--- src/rtl/interrupt_ctrl.sv ---
// 8085 interrupt controller: latches/masks TRAP, RST7.5/6.5/5.5 and INTR, keeps INTE and SIM/RIM state,
// and presents one fixed-priority winner per instruction boundary until the sequencer acknowledges it.
//
// state | meaning
// IDLE  | waiting for an instruction boundary with an eligible source
// TAKE  | winner presented on int_src/int_vector, waiting for int_ack
module interrupt_ctrl (
  input  logic        phi1,
  input  logic        reset,
  input  logic        trap,
  input  logic        rst75,
  input  logic        rst65,
  input  logic        rst55,
  input  logic        intr,
  input  logic        sid,
  input  logic        int_sample,
  input  logic        int_ack,
  input  logic        ei_exec,
  input  logic        di_exec,
  input  logic        sim_wr,
  input  logic [7:0]  sim_data,
  output logic        int_take,
  output logic [4:0]  int_src,
  output logic [15:0] int_vector,
  output logic        inte,
  output logic        sod,
  output logic [7:0]  rim_data
);

  typedef enum logic {S_IDLE, S_TAKE} state_t;

  state_t      state_q, state_d;
  logic        trap_prev_q, r75_prev_q;
  logic        trap_latch_q, trap_latch_d;
  logic        r75_latch_q, r75_latch_d;
  logic [2:0]  mask_q, mask_d;
  logic        sod_q, sod_d;
  logic        inte_q, inte_d;
  logic        ei_arm_q, ei_arm_d;
  logic [4:0]  src_q, src_d;
  logic [15:0] vec_q, vec_d;

  logic [4:0]  elig;
  logic [4:0]  win;
  logic [15:0] win_vec;
  logic        ack_take, grant;
  logic        unused_sim_bit;

  assign unused_sim_bit = sim_data[5];

  // mask_q = {M7.5, M6.5, M5.5}; TRAP needs edge latched and level still high
  assign elig = {trap_latch_q & trap,
                 r75_latch_q & ~mask_q[2] & inte_q,
                 rst65 & ~mask_q[1] & inte_q,
                 rst55 & ~mask_q[0] & inte_q,
                 intr & inte_q};

  always_comb begin
    win     = 5'b00000;
    win_vec = 16'h0000;
    if (elig[4]) begin
      win = 5'b10000; win_vec = 16'h0024;
    end else if (elig[3]) begin
      win = 5'b01000; win_vec = 16'h003C;
    end else if (elig[2]) begin
      win = 5'b00100; win_vec = 16'h0034;
    end else if (elig[1]) begin
      win = 5'b00010; win_vec = 16'h002C;
    end else if (elig[0]) begin
      win = 5'b00001; win_vec = 16'h0000;
    end
  end

  assign ack_take = int_ack && (state_q == S_TAKE);
  assign grant    = int_sample && (state_q == S_IDLE) && (|elig);

  always_comb begin
    trap_latch_d = trap_latch_q;
    r75_latch_d  = r75_latch_q;
    mask_d       = mask_q;
    sod_d        = sod_q;
    inte_d       = inte_q;
    ei_arm_d     = ei_arm_q;
    src_d        = src_q;
    vec_d        = vec_q;

    if (ack_take && src_q[4]) trap_latch_d = 1'b0;
    if (trap && !trap_prev_q) trap_latch_d = 1'b1;

    if ((ack_take && src_q[3]) || (sim_wr && sim_data[4])) r75_latch_d = 1'b0;
    if (rst75 && !r75_prev_q) r75_latch_d = 1'b1;

    if (sim_wr && sim_data[3]) mask_d = sim_data[2:0];
    if (sim_wr && sim_data[6]) sod_d = sim_data[7];

    // EI takes effect only after the boundary that follows it has arbitrated
    if (int_sample && ei_arm_q) begin
      inte_d   = 1'b1;
      ei_arm_d = 1'b0;
    end
    if (ei_exec) ei_arm_d = 1'b1;
    if (ack_take || di_exec) begin
      inte_d   = 1'b0;
      ei_arm_d = 1'b0;
    end

    if (grant) begin
      src_d = win;
      vec_d = win_vec;
    end else if (ack_take) begin
      src_d = 5'b00000;
      vec_d = 16'h0000;
    end
  end

  always_ff @(posedge phi1) begin
    if (reset) state_q <= S_IDLE;
    else       state_q <= state_d;
  end

  always_comb begin
    state_d = state_q;
    case (state_q)
      S_IDLE:  if (grant)    state_d = S_TAKE;
      S_TAKE:  if (ack_take) state_d = S_IDLE;
      default: state_d = S_IDLE;
    endcase
  end

  always_comb begin
    int_take = (state_q == S_TAKE);
  end

  always_ff @(posedge phi1) begin
    if (reset) begin
      trap_prev_q  <= trap;
      r75_prev_q   <= rst75;
      trap_latch_q <= 1'b0;
      r75_latch_q  <= 1'b0;
      mask_q       <= 3'b111;
      sod_q        <= 1'b0;
      inte_q       <= 1'b0;
      ei_arm_q     <= 1'b0;
      src_q        <= 5'b00000;
      vec_q        <= 16'h0000;
    end else begin
      trap_prev_q  <= trap;
      r75_prev_q   <= rst75;
      trap_latch_q <= trap_latch_d;
      r75_latch_q  <= r75_latch_d;
      mask_q       <= mask_d;
      sod_q        <= sod_d;
      inte_q       <= inte_d;
      ei_arm_q     <= ei_arm_d;
      src_q        <= src_d;
      vec_q        <= vec_d;
    end
  end

  assign int_src    = src_q;
  assign int_vector = vec_q;
  assign inte       = inte_q;
  assign sod        = sod_q;
  assign rim_data   = {sid, r75_latch_q, rst65, rst55, inte_q, mask_q};

endmodule
--- config.mk ---
export PLATFORM = sky130hd
export DESIGN_NAME = interrupt_ctrl
export DESIGN_NICKNAME = d
export VERILOG_FILES = /design/src/rtl/interrupt_ctrl.sv
export SDC_FILE = /design/constraint.sdc
export NUM_CORES = 1
export LEC_CHECK = 0
export CAP_MARGIN = 5
export CORE_MARGIN = 2
export CORE_UTILIZATION = 40
export DETAILED_ROUTE_END_ITERATION = 6
export GPL_TIMING_DRIVEN = 0
export PLACE_DENSITY = 0.9
export SLEW_MARGIN = 30
export SYNTH_ARGS = -nofsm -noshare
export SYNTH_HDL_FRONTEND = slang
export SYNTH_SLANG_ARGS = --single-unit
export TNS_END_PERCENT = 100
--- constraint.sdc ---
create_clock -name phi1 -period 3.1 [get_ports phi1]
set_input_delay 0.775 -clock phi1 [delete_from_list [all_inputs] [get_ports phi1]]
set_output_delay 0.775 -clock phi1 [all_outputs]
set_load 0.01 [all_outputs]
# After elaboration in Yosys (flattened, before gate mapping)
# Index checks and enable logic that the tools add are counted.
# W data, S select, Z words.
[word_totals] register_bits=32 word_cells=66 input_bits=21
[op_classes] reduce_logical=21 n_bitwise=12 mux=22
[op_table] operator="$mux W16" count=3
[op_table] operator="$mux W6" count=3
[op_table] operator="$mux W5" count=3
[op_table] operator="$logic_and A1 B1 Y1" count=11
[op_table] operator="$mux W1" count=9
[op_table] operator="$and A1 B1 Y1" count=8
[op_table] operator="$reduce_bool A2 Y1" count=4
[op_table] operator="$reduce_or A5 Y1" count=1
[op_table] operator="$mux W4" count=1
[op_table] operator="$not A1 Y1" count=4
[op_table] operator="$mux W3" count=1
[op_table] operator="$logic_not A1 Y1" count=2
[op_table] operator="$logic_or A1 B1 Y1" count=2
[op_table] operator="$mux W2" count=1
[op_table] operator="$pmux W1 S2" count=1
[op_table] operator="$reduce_or A2 Y1" count=1

# Depth between registers and ports, before layout
# Gate-level depths: netlist of the first run.
[logic_depth] depth_word=8 mapped_depth=4 ltp_nobuf=4

# Worst setup path before layout of the first run
# No wires, ideal clock.
[synth_timing] path_kind="input to output" from="input rst55" to="output rim_data[4]" slack_ns=1.431 cell_stages=1 t_arrival_ns=0.894 path_cell_list="buf_4"
[synth_rtl] element="from (decl)" line_no="13" rtl="input logic rst55,"
[synth_rtl] element="to (decl)" line_no="27" rtl="output logic [7:0] rim_data"
# No word-level cell between the ends.

# Final worst setup path of the first run
[layout_timing] from="input rst55" to="output rim_data[4]"
# No word-level cell between the ends.

==> results.md, run 1 <==
- The distinct cell type count of the synthesized netlist is 26.
- The final weighted congestion in routability-driven placement is 0.790.
- The violation count after the first detailed-route iteration is 5.
- The clock transition time at the flip-flop clock pins of the worst setup and hold paths is 0.10 ns.
- The global route total overflow is 0.
- Counting the fill cells in the layout gives 195.
- Data on the critical path arrives at its endpoint at 1.92 ns.
- The clock net in this run drives a total of 19 sinks.
- The total wire length is 1960 µm.
- The final clock period utilization by the worst path is 0.870.
- The sort of element at the end of the critical path is an output port.
- The initial antenna violation count is 0.
- Timing would allow up to between 0.3 and 0.4 GHz.
- The most common cell in the synthesized netlist is dfxtp_1.
- The area growth from synthesis to final layout is 51.9%.
- In the synthesized netlist the dominant register cell turns out to be dfxtp_1.
- Across all layers, the routed design uses 859 vias.
- In this run the number of H-tree levels came out at 1.
- The portion of total power attributed to sequential cells is 0.543.
- The number of enable flip-flop cells after synthesis is 0.
- The total cell area at the placement stage is 0.00136 mm².
- Along the worst path, the maximum fanout reaches 2.
- The shortest period the worst path allows is ~2.7 ns.
- The area enclosed by the die boundary is roughly 0.0027 mm².
- The worst setup path category is input port to output port.
- The net count of the finished layout is 176.
- The post-CTS setup buffer count is 0.
- For this run, design rule violations remaining after detail routing come to 0.
- For this design the total switching power over the nets is around 0.12 mW.
- The leading area contributor after synthesis is dfxtp_1.
- The share of the yosys chip area belonging to registers is 0.418.
- The first detailed-routing pass took 4 iterations.
- The share of total power dissipated in combinational logic is 0.200.
- Max-cap violations in this run came to 0.
- In this run the remaining antenna-violating nets after routing total 0.
- The number of warning messages in the yosys log is 0.
- The die boundary width is 51.7 µm.
- The final non-filler cell area is 0.00138 mm².
- The post-DP HPWL is 1620 µm.
- The die outline height is 51.7 µm.
- Of the post-synthesis cell area, the dominant cell type holds 0.418.
- The fraction of layout instances using a drive strength above 1 is 0.175.
- The total negative slack for setup checks is 0 ns.
- The first global-routing pass estimated around 3200 µm of wire.
- The number of cell rows is 17.
- The count of hold buffers inserted by post-cts repair is 0.
- The internal cell power is around 0.36 mW.
- In this run the standard cell core region covers 0.00219 mm².
- The number of max-slew violations in the final report came to 0.
- Entering global routing, the biggest net connects 11 pins.
- The cell sitting at the root of the clock tree is a clkbuf_4.
- Input and output buffers added on the ports amount to 37.
- The via count of the first global-routing pass is a little under 800.
- For this design the static power due to leakage is about 0.59 nW.
- Setup repair after global routing left no endpoint under its margin.
- The number of cells upsized or downsized after cts is 0.
- The fraction of registers with async set/reset is 0.
- The boundary pin count is 53.
- Of the total power, the share spent switching nets is 0.243.
- The initial utilization of the core area, before any placement, comes to 0.416.
- The largest clock skew in the final design is 0.000749 ns.
- The number of hold-slack violations in the final timing report is 0.
- Using the TritonRoute via totals, the vias-per-cell ratio works out to 4.72.
- Measured on the finished design, the core utilization comes to 0.632.
- The flow ran to the end, and the final reports show no timing, DRC or antenna violations.
- Summing every instance area after synthesis gives roughly 910 µm².
- The later pin in the worst-skew pair is clocked with a latency of just under 0.3 ns.
- The post-synthesis instance total is 102.
- Yosys attributes the largest share of cell area to dfxtp_1 (42%), buf_4 (15%), nand2_1 (6.6%).
- In this run the mean area of a mapped cell was 8.93 µm².
- Dividing total power by cell area gives a power density of 344 mW/mm².
- The total of endpoints with negative setup slack in the final report is 0.
- The post-detailed-route wirelength per cell is 10.7 µm.
- The post-route worst hold slack is 0.465 ns.
- The worst endpoint required time is roughly 2.3 ns.
- The path class of the tightest hold or removal check is flip-flop to flip-flop.
- The clock tree from TritonCTS is done.
- By count the netlist is led by dfxtp_1 (19), buf_4 (18), nand2_1 (16).
- Across the VDD grid, the largest voltage drop is between 150 and 200 µV.
- The element type at the critical path start is an input port.
- The flop and latch count out of synthesis is 19.
- In the global route stage, overall resource usage came out at 0.157.
- The count of inserted antenna diode cells is 0.
- The fraction of power consumed by the clock network is 0.257.
- The total CTS buffers is 3.
- The maximum buffer depth of the clock tree is 2.
[logic make-up (layout without fill, tap and decap cells)]
group | count (synthesis) | count (layout) | share of synthesized area
simple gates | 39 | 39 | 0.228
other cells | 1 | 12 | 0.00412
flops | 19 | 19 | 0.418
compound gates | 21 | 21 | 0.185
buf+inv | 22 | 63 | 0.165
[routing by layer]
layer  global-route usage  part of all wire
met5                    0                 0
met4               0.0702            0.0097
met3               0.0259             0.064
met2                0.286              0.51
met1                0.178              0.42
[metrics by stage]
| stage | total power [mW] | cells | setup WS, ns |
|---|---|---|---|
| 2_1_floorplan | 0.312 | 113 | 1.43 |
| 3_3_place_gp | 0.357 | 178 | 0.409 |
| 3_5_place_dp | 0.359 | 178 | 0.400 |
| 4_1_cts | 0.479 | 182 | 0.395 |
| 5_1_grt | 0.503 | 182 | 0.352 |
| 6_report | 0.476 | 182 | 0.402 |
[power groups by stage]
| stage | clock network (mW) | registers (mW) | logic (mW) |
|---|---|---|---|
| 2_1_floorplan | 0 | 0.265 | 0.0470 |
| 3_3_place_gp | 0 | 0.264 | 0.0933 |
| 3_5_place_dp | 0 | 0.264 | 0.0951 |
| 4_1_cts | 0.126 | 0.258 | 0.0953 |
| 5_1_grt | 0.139 | 0.260 | 0.104 |
| 6_report | 0.122 | 0.258 | 0.0954 |
[cell type report]
cell class | count | area (µm²) | share of cell area
buffer | 19 | 139 | 0.100
clock buffer | 4 | 26.3 | 0.0190
inverter | 3 | 11.3 | 0.00814
multi-input combinational | 72 | 422 | 0.305
sequential | 19 | 380 | 0.275
tap | 28 | 35.0 | 0.0253
timing repair buffer | 37 | 370 | 0.268
[critical path, cell delays in order]
cell	delay, ns
clkdlybuf4s50_1	0.51
buf_4	0.12
clkdlybuf4s50_1	0.52
[final timing paths]
path | startpoint | depth (start not counted) | slack, ns | end
min reg2reg | sod$_SDFFE_PP0P_ | 2 | 0.46 | sod$_SDFFE_PP0P_
max reg2reg | inte$_SDFFE_PP0P_ | 3 | 1.69 | int_src[1]$_SDFFE_PP0P_
max | rst55 | 3 | 0.40 | rim_data[4]
min | sod$_SDFFE_PP0P_ | 2 | 0.46 | sod$_SDFFE_PP0P_
[flip-flops by register name, summed over array words and instances, names as in the netlist]
name          flops
ei_arm_q          1
trap_prev_q       1
int_src           5
trap_latch_q      1
sod               1
int_take          1
mask_q            3
int_vector        3
r75_latch_q       1
inte              1
r75_prev_q        1
[cell usage in the layout (no fill, tap or decap), drive strengths merged, types with 2 or more instances in the layout]
| cell type | instances |
|---|---|
| clkdlybuf4s50 | 37 |
| dfxtp | 19 |
| buf | 18 |
| nand2 | 16 |
| conb | 12 |
| nand3 | 6 |
| a21oi | 5 |
| o21ai | 5 |
| clkbuf | 5 |
| nor2b | 4 |
| nor2 | 4 |
| inv | 3 |
| and3 | 3 |
| a211o | 3 |
| nor3b | 3 |
| o2bb2ai | 2 |
| o22ai | 2 |
No activity file was read; power rests on OpenSTA's default activity.
==> run 2: changes to the inputs <==
- CORE_UTILIZATION: 40 -> 50
- DONT_BUFFER_PORTS: not set -> 1
- PLACE_DENSITY: 0.9 -> 0.71
==> results.md, run 2 (synthesis results as in run 1) <==
- The flow ran to the end, and the final reports show no timing, DRC or antenna violations.
- The core utilization of the finished layout is 0.585 (-0.0469).
- The post-DP HPWL was 1270 µm (-22%).
- The die boundary width is 46.7 µm (-9.7%).
- The upper clock frequency limit was 0.554 GHz (+50%).
- The count of inserted antenna diode cells is 0 (unchanged).
- The number of clock sinks seen by CTS came to 19 (unchanged).
- The number of placed instances with taps included was 138 (-22%).
- The total wire length is 1570 µm (-19%).
- The peak supply drop is 326 µV (+70%).
- The starting utilization of the core area is 0.528 (+0.112).
- The detailed-route vias per instance came to 4.76 (+0.86%).
- The detailed-route DRC error count is 0 (unchanged).
- The count of buffers inserted at the top-level ports is 0 (-100%).
- Setup repair after global routing left no endpoint under its margin.
- The final non-filler cell area is 0.00101 mm² (-27%).
- The placement-stage worst setup slack is 1.32 ns (+0.921 ns).
- The delay contributed by the slowest stage of the critical path is 0.54 ns (+0.02 ns).
- The via count of the first global-routing pass is 605 (-22%).
- The post-CTS setup buffer count is 0 (unchanged).
- The first-pass GRT wire length is 2510 µm (-22%).
- The number of cells upsized or downsized after cts is 0 (unchanged).
- The final clock period utilization by the worst path came to 0.582 (-0.289).
- Compared with the post-synthesis result, the final layout area differs by 10.9%.
- The post-route worst hold slack is 0.498 ns (+0.0334 ns).
- The maximum level of the CTS H-tree is 1 (unchanged).
- The initial antenna violation count is 0 (unchanged).
- The total cell area at the placement stage is 983 µm² (-28%).
- The fraction of power consumed by the clock network came to 0.282 (+0.025).
- The post-detailed-route wirelength per cell is 11.1 µm (+3.2%).
- The signal on the critical path passes through buf_4.
- TritonCTS built the clock tree.
- The shortest period the worst path allows is 1.80 ns (-0.895 ns).
- The sort of element at the end of the critical path is an output port.
- The number of buffer and inverter instances along the worst setup path was 1 (-2).
- The slowest cell on the critical path is dfxtp_1.
- The filler cell count was 166 (-15%).
- The power spent charging and discharging nets is 0.107 mW (-7.5%).
- The boundary pin count is 53 (unchanged).
- The standby leakage power came to 0.454 nW (-23%).
- The flip-flop count of the largest register after layout is 5 (unchanged).
- The final weighted congestion in routability-driven placement came to 0.750 (-5.1%).
- The number of standard cells in the layout, taps in and fillers out was 142 (-22%).
- The total negative slack for setup checks came to 0 ns (unchanged).
- Clock tree synthesis selected as its root buffer the cell clkbuf_4.
- The final critical-path setup slack is 1.30 ns (+0.895 ns).
- The max capacitance violation total is 0 (unchanged).
- The fraction of layout instances using a drive strength above 1 is 0.231 (+0.0554).
- The first-pass detailed-route iteration total is 4 (unchanged).
- The classification of the worst-slack hold path is input port to flip-flop.
- The portion of total power attributed to sequential cells was 0.600 (+0.057).
- In the layout the commonest cells are dfxtp_1 (19), buf_4 (18), nand2_1 (16).
- The most common cell after layout, fill and taps aside is dfxtp_1.
- The maximum buffer depth of the clock tree is 2 (unchanged).
- The post-layout total power is 0.436 mW (-8.5%).
- The ratio of total power to cell area came to 431 mW/mm² (+25%).
- The area enclosed by the die boundary was 0.00218 mm² (-19%).
- The number of nets with antenna violations after routing is 0 (unchanged).
- The clock latency on the worst-skew pair is 0.29 ns (about the same).
- The worst setup path is of the flip-flop to output port kind.
- The count of hold buffers inserted by post-cts repair came to 0 (unchanged).
- The maximum number of pins on one net before global-route repair is 11 (unchanged).
- The total CTS buffers is 3 (unchanged).
- The global-route usage over all layers is 0.170 (+0.0131).
- The count of vias placed by the detailed router is 676 (-21%).
- The violation count after the first detailed-route iteration is 6 (+1).
- The die outline height is 46.7 µm (-9.7%).
- The clock transition time at the flip-flop clock pins of the worst setup and hold paths was 0.10 ns (about the same).
- The number of cell rows is 15 (-2).
- The total of endpoints with negative setup slack in the final report is 0 (unchanged).
- The top cell family by delay on the critical path is flip-flops.
- The worst endpoint required time is 2.32 ns (about the same).
- The final-stage net count is 139 (-21%).
- The number of hold-slack violations in the final timing report is 0 (unchanged).
- The switching power as a share of total power was 0.246 (+0.00250).
- The placeable core area is 0.00173 mm² (-21%).
- The largest clock skew in the final design is 0.00237 ns (+0.00162 ns).
- The largest fanout on the critical path is 8 (+6).
- The internal cell power was 0.329 mW (-8.8%).
- The number of max-slew violations in the final report came to 0 (unchanged).
- The share of total power in combinational logic came to 0.118 (-0.082).
- The global route total overflow is 0 (unchanged).
- The worst path arrival time came to 1.03 ns (-0.89 ns).
- The element type at the critical path start is a flip-flop.
## run 2: cell types whose count changed in the layout (fill, tap and decap cells not counted), sizes merged
cell / delta
clkdlybuf4s50: -37
## run 2: cell type report
cell class | count | area, µm² | share of cell area
multi-input cells | 72 | 422 | 0.418
flip-flops and latches | 19 | 380 | 0.377
plain buffers | 19 | 139 | 0.138
well taps | 25 | 31.3 | 0.0310
clock buffers | 4 | 26.3 | 0.0260
inverters | 3 | 11.3 | 0.0112
## run 2: power groups by stage
stage / sequential, mW / clock (mW) / combinational (mW)
6_report: 0.261 / 0.123 / 0.0516
5_1_grt: 0.263 / 0.139 / 0.0580
4_1_cts: 0.262 / 0.128 / 0.0516
3_5_place_dp: 0.267 / 0 / 0.0514
3_3_place_gp: 0.267 / 0 / 0.0507
2_1_floorplan: 0.265 / 0 / 0.0470
## run 2: path summary, 6_finish.rpt
check                        startpoint                         end  slack [ns]  cells after the start
max                   inte$_SDFFE_PP0P_                 rim_data[3]        1.30                      1
min                               rst75          r75_prev_q$_DFF_P_        0.50                      0
max reg2reg           inte$_SDFFE_PP0P_     int_src[4]$_SDFFE_PP0P_        1.69                      3
min reg2reg  int_vector[3]$_SDFFE_PP0P_  int_vector[3]$_SDFFE_PP0P_        0.51                      2
## run 2: metal layers
layer / share of wire / vias to the layer above / GRT usage
li1: - / 352 / -
met1: 0.41 / 289 / 0.204
met2: 0.48 / 30 / 0.264
met3: 0.083 / 5 / 0.0431
met4: 0.027 / 0 / 0.117
met5: 0 / - / 0
==> run 3: changes to the inputs <==
- clock period: 3.1 -> 1.8 ns (I/O delays scaled with it)
==> results of run 3 <==
The final DEF is identical to that of run 2. Status: completed.
Main changes from that run: setup slack after placement 1.32 ns -> 0.346 ns; setup slack after layout 1.30 ns -> 0.321 ns; hold slack 0.498 ns -> 0.173 ns; register-to-register setup slack 1.69 ns -> 0.39 ns; total power 0.436 mW -> 0.750 mW; worst IR drop on VDD 326 µV -> 562 µV
